$ cat src/rtl/systolic_host_driver.sv
// systolic_host_driver
// Host-side sequencer for an 8x8 bit-level outer-product systolic processor.
// Operand vectors A[k] and B[k] are loaded while idle. A run resets the
// processor, streams the skewed operand columns two cycles per step, then
// pulses readout and captures the N result rows shifted out on uo_out.
//
// Ports
//   clk, reset          single clock, synchronous active-high reset
//   wr_en/wr_sel        operand write strobe; wr_sel 0 = A, 1 = B
//   wr_addr/wr_data     step index k and 8-bit operand vector
//   k_len               steps to run (clamped to 8)
//   usexor              accumulate mode latched at start: 1 XOR, 0 OR
//   start               run request (ignored unless idle)
//   busy, done          run in progress / one-cycle completion pulse
//   rd_addr/rd_data     combinational read of a captured result row
//   dut_ui_in           processor ui_in (feed data)
//   dut_uio_in          processor uio_in: bit0 readout, bit1 usexor
//   dut_rst_n           processor reset, low in CLR and after host reset
//   dut_uo_out          processor uo_out (result rows during readout)
module systolic_host_driver #(
  parameter int N    = 8,
  parameter int KMAX = 8
) (
  input  logic       clk,
  input  logic       reset,
  input  logic       wr_en,
  input  logic       wr_sel,
  input  logic [2:0] wr_addr,
  input  logic [7:0] wr_data,
  input  logic [3:0] k_len,
  input  logic       usexor,
  input  logic       start,
  output logic       busy,
  output logic       done,
  input  logic [2:0] rd_addr,
  output logic [7:0] rd_data,
  output logic [7:0] dut_ui_in,
  output logic [7:0] dut_uio_in,
  output logic       dut_rst_n,
  input  logic [7:0] dut_uo_out
);

  typedef enum logic [2:0] {
    IDLE  = 3'd0,
    CLR   = 3'd1,
    FEED  = 3'd2,
    DRAIN = 3'd3,
    DONE  = 3'd4
  } state_t;

  state_t       state_r;
  logic [5:0]   cnt_r;
  logic [3:0]   k_r;
  logic         mode_r;
  logic         readout_r;
  logic         rst_n_r;
  logic [7:0]   ui_r;
  logic [N-1:0] a_r   [KMAX];
  logic [N-1:0] b_r   [KMAX];
  logic [N-1:0] res_r [N];

  logic [5:0]   feed_c_s;
  logic [4:0]   step_s;
  logic         phase_s;
  logic [2:0]   idx_s;
  logic [7:0]   feed_s;
  logic [4:0]   steps_s;
  logic         feed_last_s;
  logic [2:0]   drain_row_s;

  // Word to present in the next FEED cycle: step s = cycle/2; even cycles
  // carry the skewed A diagonal, odd cycles the skewed B diagonal.
  always_comb begin
    feed_c_s = (state_r == CLR) ? 6'd0 : (cnt_r + 6'd1);
    step_s   = feed_c_s[5:1];
    phase_s  = feed_c_s[0];
    feed_s   = 8'd0;
    idx_s    = 3'd0;
    for (int b = 0; b < 8; b++) begin
      idx_s = step_s[2:0] - 3'(b);
      // lane b carries operand k = s - b only while 0 <= k < K
      if (({1'b0, step_s} >= 6'(b)) && ({1'b0, step_s} < (6'(b) + {2'b00, k_r}))) begin
        feed_s[b] = phase_s ? b_r[idx_s][b] : a_r[idx_s][b];
      end else begin
        feed_s[b] = 1'b0;
      end
    end
  end

  // FEED length is 2*(K+2N-2) cycles; DRAIN cycle d writes row N-d (mod 8 arithmetic, N = 8).
  always_comb begin
    steps_s     = {1'b0, k_r} + 5'd14;
    feed_last_s = (cnt_r == ({steps_s, 1'b0} - 6'd1));
    drain_row_s = 3'd0 - cnt_r[2:0];
  end

  assign busy       = (state_r != IDLE);
  assign done       = (state_r == DONE);
  assign rd_data    = res_r[rd_addr];
  assign dut_ui_in  = ui_r;
  assign dut_uio_in = {6'd0, mode_r, readout_r};
  assign dut_rst_n  = rst_n_r;

  // Run sequencer, operand store and result capture.
  always_ff @(posedge clk) begin
    if (reset) begin
      state_r   <= IDLE;
      cnt_r     <= 6'd0;
      k_r       <= 4'd0;
      mode_r    <= 1'b0;
      readout_r <= 1'b0;
      rst_n_r   <= 1'b0;
      ui_r      <= 8'd0;
      for (int i = 0; i < KMAX; i++) begin
        a_r[i] <= '0;
        b_r[i] <= '0;
      end
      for (int i = 0; i < N; i++) begin
        res_r[i] <= '0;
      end
    end else begin
      case (state_r)
        IDLE: begin
          rst_n_r <= 1'b1;
          if (wr_en) begin
            if (wr_sel) begin
              b_r[wr_addr] <= wr_data;
            end else begin
              a_r[wr_addr] <= wr_data;
            end
          end
          if (start) begin
            state_r <= CLR;
            k_r     <= (k_len > 4'd8) ? 4'd8 : k_len;
            mode_r  <= usexor;
            rst_n_r <= 1'b0;
          end
        end
        CLR: begin
          state_r <= FEED;
          cnt_r   <= 6'd0;
          rst_n_r <= 1'b1;
          ui_r    <= feed_s;
        end
        FEED: begin
          if (feed_last_s) begin
            state_r   <= DRAIN;
            cnt_r     <= 6'd0;
            ui_r      <= 8'd0;
            readout_r <= 1'b1;
          end else begin
            cnt_r <= cnt_r + 6'd1;
            ui_r  <= feed_s;
          end
        end
        DRAIN: begin
          // d = 0 is the processor's pipeline fill cycle and is discarded
          if (cnt_r != 6'd0) begin
            res_r[drain_row_s] <= dut_uo_out;
          end
          if (cnt_r == 6'(N)) begin
            state_r   <= DONE;
            readout_r <= 1'b0;
          end else begin
            cnt_r <= cnt_r + 6'd1;
          end
        end
        DONE: begin
          state_r <= IDLE;
        end
        default: begin
          state_r <= IDLE;
        end
      endcase
    end
  end

endmodule

$ cat config.mk
export PLATFORM = sky130hd
export DESIGN_NAME = systolic_host_driver
export DESIGN_NICKNAME = d
export VERILOG_FILES = /design/src/rtl/systolic_host_driver.sv
export SDC_FILE = /design/constraint.sdc
export NUM_CORES = 1
export LEC_CHECK = 0
export ABC_AREA = 1
export BUFFER_PORTS_ARGS = -buffer_cell sky130_fd_sc_hd__buf_2
export CAP_MARGIN = 20
export CORE_MARGIN = 2
export CORE_UTILIZATION = 65
export DETAILED_ROUTE_END_ITERATION = 8
export PLACE_DENSITY = 0.87
export SLEW_MARGIN = 20
export SYNTH_ARGS = -nofsm -noshare
export SYNTH_HDL_FRONTEND = slang
export SYNTH_SLANG_ARGS = --single-unit
export TNS_END_PERCENT = 5
$ cat constraint.sdc
create_clock -name clk -period 4.4 [get_ports clk]
set_input_delay 0.44 -clock clk [delete_from_list [all_inputs] [get_ports clk]]
set_output_delay 0.44 -clock clk [all_outputs]
set_load 0.05 [all_outputs]
==> run_results.csv <==
group,metric,value,unit
outcome,outcome,"finished clean",
route,vias,9498,
flow_run,drv_cap,0,
die,dieArea,18700,um2
route,wire_per_inst,17.6,um
cts,clock-sinks,216,
critical_path,startpoint,"cnt_r[0]",
hold_path,min_to,"k_r[2]",
critical_path,reg2reg_setup_slack,1.35,ns
grt,grt_max_degree,52,
placement,preCtsSetupSlack,1.47,ns
critical_path,endpoint_kind,"flop",
sta,final.setup.tns,0,ns
placement,gp_congestion,0.934,
cts,cts_resized,0,
sta,fin_ws,1.35,ns
layout,drive_gt1_share,10.2,%
cts,postCtsHoldBufs,0,
layout,final_core_util,72.4,%
hold_path,hold_path.class,"input pin to flop",
yosys,synth_warnings,0,
pwr,vdd.ir_drop.worst,0.400,mV
route,wirelength,28.8,mm
sta,max_clock_freq,0.328,GHz
die,io-pin-count,59,
grt,grt_first_pass_wirelength,45.0,mm
cts,tritoncts,"built",
layout,final-seq-area,6250,um2
die,core-area,17200,um2
sta,rsz0062_at_grt,"no",
hold_path,min_from,"k_len[2]",
critical_path,regToRegEndpoint,"dut_ui_in[4]",
cts,worstSkewPairLatency,0.52,ns
route,drtIter0Drc,1277,
critical_path,crit_fanout,51,
sta,holdWs,0.175,ns
placement,port_buffers,52,
layout,fillCellCount,1263,
layout,diodes,0,
die,start_util,66.5,%
die,rows,48,
cts,cts.root.buffer_cell,"clkbuf_16",
sta,finalMaxSlewViolations,0,
cts,h-tree-depth,1,
route,ant_nets,0,
cts,clkTransAtPathRegs,0.06,ns
grt,grt_antenna_before_repair,0,
route,drtPass1Iterations,6,
die,die_y,137,um
yosys,netlist_area,11500,um2
critical_path,start_kind,"flop",
yosys,syn-mean-instance-area,8.40,um2
sta,min_period,3.05,ns
yosys,yosysTopAreaCell,"edfxtp_1",
critical_path,cp.required,4.85,ns
grt,first_global_vias,8850,
sta,slew_headroom,43.1,%
grt,grt_remaining_overflow,0,
cts,postCtsSetupRepairBufs,0,
hold_path,hold_depth,3,
critical_path,worstReg2RegStart,"cnt_r[0]",
yosys,synthCells,1364,
sta,finalHoldViolCount,0,
critical_path,cp.arrival,3.50,ns
critical_path,r2r_cells,13,
yosys,ys_types,42,
sta,fin_worst_skew,0.0101,ns
layout,multiInputGateArea,4380,um2
grt,globalRouteTotalUtil,31.4,%
yosys,synth.top_cell.area_share,50.3,%
cts,clockBufferDepth,3,
sta,tightest_slew,0.852,ns
die,dieWidth,137,um
sta,finalSetupViolCount,0,
cts,numCtsBuffers,23,
pwr,leakagePower,5.68,nW
sta,fin_crit_sh,69.4,%
critical_path,worstSetupPathType,"flop to flop",
route,via_per_inst,5.80,
layout,finalNetCount,1451,
yosys,ys_top_cells_by_area,"edfxtp_1 50%, nor2_1 11%, nand2_1 9.9%",
yosys,yosysSeqAreaShare,54.5,%
placement,hpwl,19.4,mm
yosys,ys_ff_latch,216,
layout,area_growth,8.90,%
pwr,power_density,500,nW/um2
route,drc,0,
synthesized netlist by cell type (all sizes together):
master    n
nor3     12
inv     144
o21bai    1
a31oi     9
buf      30
a21boi    1
xor2      5
ha       24
o22ai    10
and2      1
o21ai    82
a22o      1
conb      1
or2       5
a211oi    2
xnor2     1
a21oi    22
a22oi     3
nand3b    9
nand4     5
clkbuf   26
edfxtp  192
nor2    353
o311ai    1
o211ai    2
dfxtp    24
nor3b     1
nand2   324
nand3    73
logic make-up after synthesis:
family	share of synthesized area, %
flip-flops	54.5
buffers and inverters	7.45
AND/OR/NAND/NOR	28.6
AO/OA/AOI/OAI	6.32
adder cells (fa/ha/maj)	2.62
other	0.0327
XOR/XNOR	0.459
layer usage:
layer / track usage [%] / vias up / share of wire [%]
li1: - / 4460 / -
met1: 41.5 / 4384 / 39
met2: 54.1 / 585 / 49
met3: 4.00 / 69 / 9.4
met4: 9.85 / 0 / 2.8
met5: 0 / - / 0
worst max-delay path by stage:
stage,cells past startpoint,slack [ns],end
global placement,15,1.56,dut_ui_in[3]
finish,13,1.35,dut_ui_in[4]
global route,16,1.07,dut_ui_in[3]
floorplan,16,1.83,dut_ui_in[3]
CTS,16,1.44,dut_ui_in[3]
detailed placement,15,1.47,dut_ui_in[3]
through the flow:
step                total power, W  cells  area, um2
floorplan                  0.00388   1369      11500
global placement           0.00427   1595      11700
detailed placement         0.00432   1595      11700
CTS                        0.00618   1637      12500
global route               0.00652   1637      12500
finish                     0.00624   1637      12500
state kept, by name (all words and copies together) (netlist names):
register   flops
cnt_r          6
b_r           64
dut_rst_n      1
mode_r         1
readout_r      1
res_r         64
k_r            4
a_r           64
state_r        3
dut_ui_in      8
worst max-delay path, cell delays in order, from the launching register on:
cell and delay [ns]:
dfxtp_1 0.44, inv_1 0.16, ha_1 0.31, buf_4 0.21, nand2_4 0.31, inv_2 0.51
nor2_1 0.09, o21ai_0 0.24, nand2_1 0.08, nor2_1 0.26, nor2_1 0.13, nor2_1 0.11
nor2_1 0.04, nor2_1 0.07
where the power goes:
part / total (W) / switching [W] / internal [W]
clock network: 0.00188 / 0.000802 / 0.00108
registers: 0.00239 / 0.0000661 / 0.00233
logic: 0.00196 / 0.00142 / 0.000536
total: 0.00624 / 0.00229 / 0.00394
layout make-up:
| cell class | instances | area share, % |
|---|---|---|
| Sequential cell | 216 | 50.1 |
| Multi-Input combinational cell | 953 | 35.1 |
| Clock buffer | 24 | 4.64 |
| Inverter | 144 | 4.33 |
| Timing Repair Buffer | 57 | 2.39 |
| Tap cell | 225 | 2.26 |
| Clock inverter | 18 | 1.24 |
cells in the final DEF, fill, tap and decap left out, drive strengths merged, types with 24 or more instances in the layout:
master / count
buf: 57
clkbuf: 24
ha: 24
inv: 146
dfxtp: 24
nand2: 324
o21ai: 82
edfxtp: 192
nand3: 73
nor2: 353
Note: power is estimated with default switching activity, not from simulation.
